## src/rtl/i2c_target.sv

```systemverilog
// rtl/i2c_target.sv - I2C target register-file front end
//
// Oversampled I2C responder. Decodes START/STOP, a 7-bit address, a register
// pointer byte and data bytes; presents writes as single-cycle strobes and
// serves reads from an external register file addressed by rd_addr.
//
// Ports:
//   clk      system clock
//   rst      asynchronous active-high reset
//   scl_i    bus SCL (asynchronous)
//   sda_i    bus SDA as seen on the pad (asynchronous)
//   sda_oe   1 = pull SDA low, 0 = release
//   wr_en    one-cycle write strobe, qualifies wr_addr/wr_data
//   wr_addr  register address of the write
//   wr_data  register data of the write
//   rd_addr  current register pointer
//   rd_data  register contents at rd_addr
//   busy     high from START to STOP while addressed
module i2c_target #(
    parameter logic [6:0] ADDR        = 7'h10,
    parameter int         SYNC_STAGES = 2
) (
    input  logic       clk,
    input  logic       rst,
    input  logic       scl_i,
    input  logic       sda_i,
    output logic       sda_oe,
    output logic       wr_en,
    output logic [7:0] wr_addr,
    output logic [7:0] wr_data,
    output logic [7:0] rd_addr,
    input  logic [7:0] rd_data,
    output logic       busy
);

    typedef enum logic [3:0] {
        ST_IDLE, ST_ADDR, ST_ADDR_ACK, ST_REG, ST_REG_ACK,
        ST_WDATA, ST_WDATA_ACK, ST_RDATA, ST_RDATA_ACK
    } state_t;

    state_t                 state;
    logic [SYNC_STAGES-1:0] scl_sync;
    logic [SYNC_STAGES-1:0] sda_sync;
    logic                   scl_d;
    logic                   sda_d;
    logic [7:0]             sr;
    logic [3:0]             bit_cnt;
    logic [7:0]             ptr;
    logic                   rw;
    logic                   mack;

    // Synchronizers reset to the idle-bus level so reset release never
    // manufactures a START or STOP.
    always_ff @(posedge clk or posedge rst) begin
        if (rst) begin
            scl_sync <= '1;
            sda_sync <= '1;
            scl_d    <= 1'b1;
            sda_d    <= 1'b1;
        end else begin
            scl_sync <= {scl_sync[SYNC_STAGES-2:0], scl_i};
            sda_sync <= {sda_sync[SYNC_STAGES-2:0], sda_i};
            scl_d    <= scl_sync[SYNC_STAGES-1];
            sda_d    <= sda_sync[SYNC_STAGES-1];
        end
    end

    logic scl_s, sda_s, scl_rise, scl_fall, start, stop;
    assign scl_s    = scl_sync[SYNC_STAGES-1];
    assign sda_s    = sda_sync[SYNC_STAGES-1];
    assign scl_rise = scl_s & ~scl_d;
    assign scl_fall = ~scl_s & scl_d;
    assign start    = scl_s & scl_d & sda_d & ~sda_s;
    assign stop     = scl_s & scl_d & ~sda_d & sda_s;

    assign rd_addr = ptr;

    always_ff @(posedge clk or posedge rst) begin
        if (rst) begin
            state   <= ST_IDLE;
            sda_oe  <= 1'b0;
            wr_en   <= 1'b0;
            wr_addr <= 8'h00;
            wr_data <= 8'h00;
            ptr     <= 8'h00;
            busy    <= 1'b0;
            sr      <= 8'h00;
            bit_cnt <= 4'd0;
            rw      <= 1'b0;
            mack    <= 1'b1;
        end else begin
            wr_en <= 1'b0;
            // Bus conditions take priority over any SCL edge in the same cycle.
            if (start) begin
                state   <= ST_ADDR;
                bit_cnt <= 4'd0;
                busy    <= 1'b0;
                sda_oe  <= 1'b0;
            end else if (stop) begin
                state   <= ST_IDLE;
                bit_cnt <= 4'd0;
                busy    <= 1'b0;
                sda_oe  <= 1'b0;
            end else begin
                case (state)
                    ST_ADDR, ST_REG, ST_WDATA: begin
                        if (scl_rise && bit_cnt != 4'd8) begin
                            sr      <= {sr[6:0], sda_s};
                            bit_cnt <= bit_cnt + 4'd1;
                            if (state == ST_WDATA && bit_cnt == 4'd7) begin
                                wr_en   <= 1'b1;
                                wr_addr <= ptr;
                                wr_data <= {sr[6:0], sda_s};
                            end
                        end else if (scl_fall && bit_cnt == 4'd8) begin
                            bit_cnt <= 4'd0;
                            if (state == ST_ADDR) begin
                                // General call (all-zero address) is never acknowledged.
                                if (sr[7:1] == ADDR && sr[7:1] != 7'd0) begin
                                    sda_oe <= 1'b1;
                                    rw     <= sr[0];
                                    busy   <= 1'b1;
                                    state  <= ST_ADDR_ACK;
                                end else begin
                                    state  <= ST_IDLE;
                                end
                            end else if (state == ST_REG) begin
                                ptr    <= sr;
                                sda_oe <= 1'b1;
                                state  <= ST_REG_ACK;
                            end else begin
                                sda_oe <= 1'b1;
                                state  <= ST_WDATA_ACK;
                            end
                        end
                    end
                    ST_ADDR_ACK: begin
                        if (scl_fall) begin
                            if (rw) begin
                                // Releasing ACK and presenting the read MSB share this fall.
                                sr     <= {rd_data[6:0], 1'b0};
                                sda_oe <= ~rd_data[7];
                                state  <= ST_RDATA;
                            end else begin
                                sda_oe <= 1'b0;
                                state  <= ST_REG;
                            end
                        end
                    end
                    ST_REG_ACK: begin
                        if (scl_fall) begin
                            sda_oe <= 1'b0;
                            state  <= ST_WDATA;
                        end
                    end
                    ST_WDATA_ACK: begin
                        if (scl_fall) begin
                            sda_oe <= 1'b0;
                            ptr    <= ptr + 8'd1;
                            state  <= ST_WDATA;
                        end
                    end
                    ST_RDATA: begin
                        if (scl_rise) begin
                            bit_cnt <= bit_cnt + 4'd1;
                        end else if (scl_fall) begin
                            if (bit_cnt == 4'd8) begin
                                bit_cnt <= 4'd0;
                                sda_oe  <= 1'b0;
                                state   <= ST_RDATA_ACK;
                            end else begin
                                sda_oe <= ~sr[7];
                                sr     <= {sr[6:0], 1'b0};
                            end
                        end
                    end
                    ST_RDATA_ACK: begin
                        // Pointer advances on the ACK rise so rd_data has the
                        // whole high phase to settle before the next byte loads.
                        if (scl_rise) begin
                            mack <= sda_s;
                            ptr  <= ptr + 8'd1;
                        end else if (scl_fall) begin
                            if (!mack) begin
                                sr     <= {rd_data[6:0], 1'b0};
                                sda_oe <= ~rd_data[7];
                                state  <= ST_RDATA;
                            end else begin
                                sda_oe <= 1'b0;
                                state  <= ST_IDLE;
                            end
                        end
                    end
                    default: ;
                endcase
            end
        end
    end

endmodule

```

## config.mk

```make
export PLATFORM = sky130hd
export DESIGN_NAME = i2c_target
export DESIGN_NICKNAME = d
export VERILOG_FILES = /design/src/rtl/i2c_target.sv
export SDC_FILE = /design/constraint.sdc
export NUM_CORES = 1
export LEC_CHECK = 0
export CAP_MARGIN = 20
export CORE_MARGIN = 4
export CORE_UTILIZATION = 40
export CTS_CLUSTER_SIZE = 25
export DETAILED_ROUTE_END_ITERATION = 8
export MAX_ROUTING_LAYER = met4
export PLACE_DENSITY = 0.69
export SYNTH_ARGS = -nofsm -noshare
export SYNTH_HDL_FRONTEND = slang
export SYNTH_SLANG_ARGS = --single-unit
```

## constraint.sdc

```tcl
create_clock -name clk -period 2.62 [get_ports clk]
set_input_delay 0.524 -clock clk [delete_from_list [all_inputs] [get_ports clk]]
set_output_delay 0.524 -clock clk [all_outputs]
set_load 0.05 [all_outputs]
```

### Word level (Yosys, flattened, before mapping)

Index checks and enable logic that the tools add are counted.

* add/subtract/negate cells: 2
* eq/ne operators: 41
* muxes and demuxes: 69
* bitwise gates (word level): 16
* reduce and logical (&&, ||, !) cells: 24

Operators by type and width (number)
* $mux 8: 15
* $mux 4: 19
* $ne 4x4->1 const B: 9
* $pmux 8 s4: 1
* $ne 2x2->1 const B: 15
* $mux 1: 26
* $pmux 8 s3: 1
* $eq 4x3->1 const B: 5
* $ne 5x5->1 const B: 4
* $pmux 4 s5: 1
* $reduce_and 10->1: 2
* $reduce_bool 3->1: 5
* $reduce_bool 7->1: 2
* $reduce_and 12->1: 1
* $reduce_and 5->1: 2
* $not 1->1: 9
* $reduce_and 9->1: 1
* $add 8x1->8 const B: 1
* $eq 4x2->1 const B: 2
* $eq 4x4->1 const B: 2
* $pmux 4 s2: 1
* $reduce_and 4->1: 2
* $reduce_bool 4->1: 2
* $and 1x1->1: 7
* other kinds (12): 17

* register bits after elaboration: 51
* bits of input ports: 12
* word-level logic and storage cells: 167

### Depth between registers and ports, before layout

* depth after elaboration: 9
* gate-level depth with buffers: 9
* gate-level depth less buffers: 8

### Worst setup path after synthesis

No wires, ideal clock.

* path kind: register -> register
* start point: register scl_d
* end point: register state[1]
* setup time: 77 ps
* arrival time: 2152 ps
* required time: 2543 ps
* path slack: 390 ps
* stages on the path, launching flop included: 9
* buffers on the path: 1
* period minus slack after synthesis: 2230 ps
* cell sequence: dfstp_2 inv_1 ha_1 nand2b_1 a32o_1 or2_1 buf_6 or4_1 a21oi_1

* word-level cells in the longest chain between the ends: 5
* elaborated cells between the ends (all ways): 23
* classes of those cells: 9 x eq/ne; 2 x mux; 8 x bitwise; 4 x reduce/logical

RTL lines
* start: declaration: RTL line 44 `logic scl_d;`
* start signal: assignment: RTL line 63 `scl_d <= scl_sync[SYNC_STAGES-1];`
* $and 1x1->1 / $not 1->1 (equally long branches): RTL line 73, 74, 71
* $and 1x1->1, on equally long branches: RTL line 73, 71, 74
* $and 1x1->1, or another cell as far along: RTL line 73 `assign start = scl_s & scl_d & sda_d & ~sda_s;`
* $ne 4x4->1 (no source line), or another cell as far along
* $reduce_and 10->1 (no source line) / $mux 4 (equally long branches)
* end signal: assignment: RTL line 80 `state <= ST_IDLE;`
* end signal: assignment: RTL line 95 `state <= ST_ADDR;`
* end signal: assignment: RTL line 100 `state <= ST_IDLE;`
* end: declaration: RTL line 41 `state_t state;`

Several ways; a longest one is shown, not always the timed one.
A chain may end at the register's enable or synchronous reset.

### Worst setup path after layout

Ends and elaborated chain as after synthesis.

==> summary by stage <==
Clocking
The post-CTS setup buffer count is 0. Counting every sink on the clock net gives just over 50. Buffers inserted to repair hold after CTS numbered 0. The cell chosen for the clock root is sky130_fd_sc_hd__clkbuf_8. The longest clock path from root to sink contains 2 buffers. The H-tree generated during clock tree synthesis spans 2 levels.

The number of clock buffers added by TritonCTS is 5. The clock-pin slew reported for the worst setup and hold paths after clock tree synthesis is around 0.10 ns. The post-cts repair resize count is 0. TritonCTS built the clock tree. The worst-skew pair later-pin latency is 0.30 ns.

Floorplan
The core region is 6420 um2. The die boundary width is 89.7 um. The number of placement rows is 29. The vertical die dimension is ~90 um. For this configuration, the core starts out at a cell density of around two fifths. The die covers a little over 8000 um2.

39 I/O pins were placed.

Setup path
The maximum fanout count along the critical path is 9. The arrival time reported for the critical path endpoint is 2.57 ns. The kind of end point of the critical path is a flop. For the worst setup path, the data required time is 2.85 ns. The worst setup path category is reg -> reg. STA classifies the critical path startpoint as a flop.

Cells and area
The multi-input combinational cells in the finished layout cover a total of 1280 um2. 0 antenna diodes ended up in the layout. Across the whole layout, storage elements account for 1280 um2. For this run, the number of standard cells in the final layout without fillers is 376. The filler cell count in the final layout is about 560. The fraction of final layout cells sized beyond drive strength 1 is between 20% and 30%. The final standard cell utilization of the core is roughly half. The final-stage net count is 316. The top cell types in the final layout, fill and taps aside, are 44 x sky130_fd_sc_hd__dfrtp_1, 38 x sky130_fd_sc_hd__clkdlybuf4s50_1, 31 x sky130_fd_sc_hd__mux2_2. Relative to the synthesized area, the layout overhead comes to 22.0%.

Leaving out fill and tap cells, the most frequent cell in the layout is sky130_fd_sc_hd__dfrtp_1.

Power and ir drop
The maximum vdd ir drop is 0.491 mV. For this design the ratio of total power to cell area is 880 nW/um2. For this design the static power due to leakage is 1.43 nW.

Timing
Setup repair after global routing left no endpoint under its margin. The total of endpoints with negative setup slack in the final report is 0. At the pin with the least slew margin, the transition time is just over 0.5 ns. Clock skew on the completed layout was measured at 0.00600 ns.

The highest clock rate is 429 MHz. The final critical path time including I/O delays and setup is ~2.3 ns. Setup slack closes at approximately 0.29 ns.

The number of max-slew violations in the final report is 0. The number of failing hold endpoints at the final stage is 0. The setup TNS is 0 ns. The normalized max-slew margin is between 60% and 70%. The post-route fraction of the period consumed by the critical path is between 80 and 90%.

Placed design
The cell count after placement is roughly 370. At the end of routability-driven placement, the weighted congestion stood at ~0.95. The worst slack at placement is about 0.31 ns. Port buffering added 38 buffers. The HPWL after detailed placement is between 4000 and 5000 um.

Outcome
The run finished with clean final reports.

Synth
For this run, the leading register cell type out of synthesis is sky130_fd_sc_hd__dfrtp_1. The synthesized area per cell is a little over 10 um2. The number of cells produced by synthesis is 257. The number of flops mapped to enable cells by yosys is 0. The number of different library cells used by synthesis comes to between 50 and 60. For this run, asynchronously set or reset flops after synthesis account for 100%. The count of warnings emitted by yosys is 0.

The net count after synthesis is around 280. The synthesized flop and latch total is 51. The biggest area consumer among synthesized cells is sky130_fd_sc_hd__dfrtp_1. The post-synthesis cell area is 2670 um2. The share of synthesized area in the top cell type comes to just over 40%. The sequential cell area fraction in the yosys report is 48.1%. After synthesis, the cell types taking the most area are sky130_fd_sc_hd__dfrtp_1 41%, sky130_fd_sc_hd__mux2_2 13%, sky130_fd_sc_hd__dfstp_2 6.9%.

Job
The max-cap check violation count is 0.

Drt
The routed via count divided by cell count is ~5.6. The detailed router finished its first iteration with between 100 and 150 violations. Dividing the detail-routed wire length by the instance count gives about 15 um. The first-pass detailed-route iteration total is 4.

Once detail routing completed, the nets flagged for antenna violations numbered 0. Wires add up to between 5000 and 6000 um. The number of DRC violations after detailed routing is 0. The detailed router placed around 2,100 vias in this run.

Min path
The classification of the worst-slack hold path is reg -> reg.

GRT
The wire length of the first global-routing pass is roughly 10,000 um. The initial antenna violation count was 0. The maximum number of pins on one net before global-route repair is between 50 and 60. The number of global-route vias before repair is about 2,000. Global routing finished with a remaining overflow of 0. The overall global routing resource usage is ~15%.
## layout make-up
| type | instances | share of cell area (%) |
|---|---|---|
| Sequential cell | 51 | 39.4 |
| Multi-Input combinational cell | 180 | 39.2 |
| Timing Repair Buffer | 47 | 14.1 |
| Tap cell | 77 | 2.96 |
| Clock buffer | 5 | 2.11 |
| Inverter | 13 | 1.50 |
| Clock inverter | 3 | 0.729 |
## state kept, by name, summed over array words and instances, names as in the netlist
signal    cells
bit_cnt       4
busy          1
mack          1
rd_addr       8
rw            1
scl_d         1
scl_sync      2
sda_d         1
sda_oe        1
sda_sync      2
sr            8
state         4
wr_addr       8
wr_data       8
wr_en         1
## final timing paths
path,start,endpoint,slack [ns],cells past startpoint
max,scl_d,state[1],0.29,7
min,scl_sync[0],scl_sync[1],0.36,0
max reg2reg,scl_d,state[1],0.29,7
min reg2reg,scl_sync[0],scl_sync[1],0.36,0
max in group asynchronous,rst,scl_d,1.74,3
min in group asynchronous,rst,bit_cnt[0],0.57,3
## Yosys cell counts (all sizes together), types with 2 or more instances
master and instances:
nand4b 2, dfrtp 44, a21o 2, nor3 10, buf 7, o22a 4
and2 2, mux2i 3, nand2b 7, a21oi 17, nand3 7, ha 6
inv 13, o22ai 6, clkbuf 6, or2 2, nand2 14, nor2 25
o21ai 11, mux2 33, a31oi 2, and3 2, dfstp 7
## layer usage
metal / track usage, % / up-vias / wire length, um
li1: - / 1001 / -
met1: 21.6 / 1032 / 2820
met2: 23.0 / 57 / 2660
met3: 2.84 / 7 / 263
met4: 3.70 / 0 / 51
met5: - / - / 0
## critical path, cell delays in order (launching register included)
cell and delay [ns]:
sky130_fd_sc_hd__dfstp_2 0.56, sky130_fd_sc_hd__inv_1 0.05, sky130_fd_sc_hd__ha_1 0.23, sky130_fd_sc_hd__nand2b_1 0.17
sky130_fd_sc_hd__a32o_1 0.25, sky130_fd_sc_hd__or2_1 0.33, sky130_fd_sc_hd__or4_1 0.54, sky130_fd_sc_hd__a21oi_1 0.15
## through the flow
step	total power [mW]	hold slack [ns]	area (um2)
after floorplan	2.04	0.345	2670
after global placement	2.39	0.347	3170
after detailed placement	2.40	0.348	3170
after CTS	2.88	0.363	3260
after global routing	3.05	0.369	3260
final	2.87	0.361	3260
## logic make-up after synthesis
family / after synthesis / synth area share, %
XOR/XNOR: 1 / 0.328
buffers and inverters: 26 / 4.12
AND/OR/NAND/NOR: 82 / 15.9
adder cells (fa/ha/maj): 6 / 2.81
multiplexers: 36 / 15.0
flip-flops: 51 / 48.1
AO/OA/AOI/OAI: 55 / 13.7
## power by group
| part | internal (mW) | switching (mW) | total [mW] |
|---|---|---|---|
| combinational | 0.533 | 0.715 | 1.25 |
| sequential | 0.941 | 0.209 | 1.15 |
| clock | 0.193 | 0.276 | 0.469 |
| total | 1.67 | 1.20 | 2.87 |
Note: power is estimated with default switching activity, not from simulation.
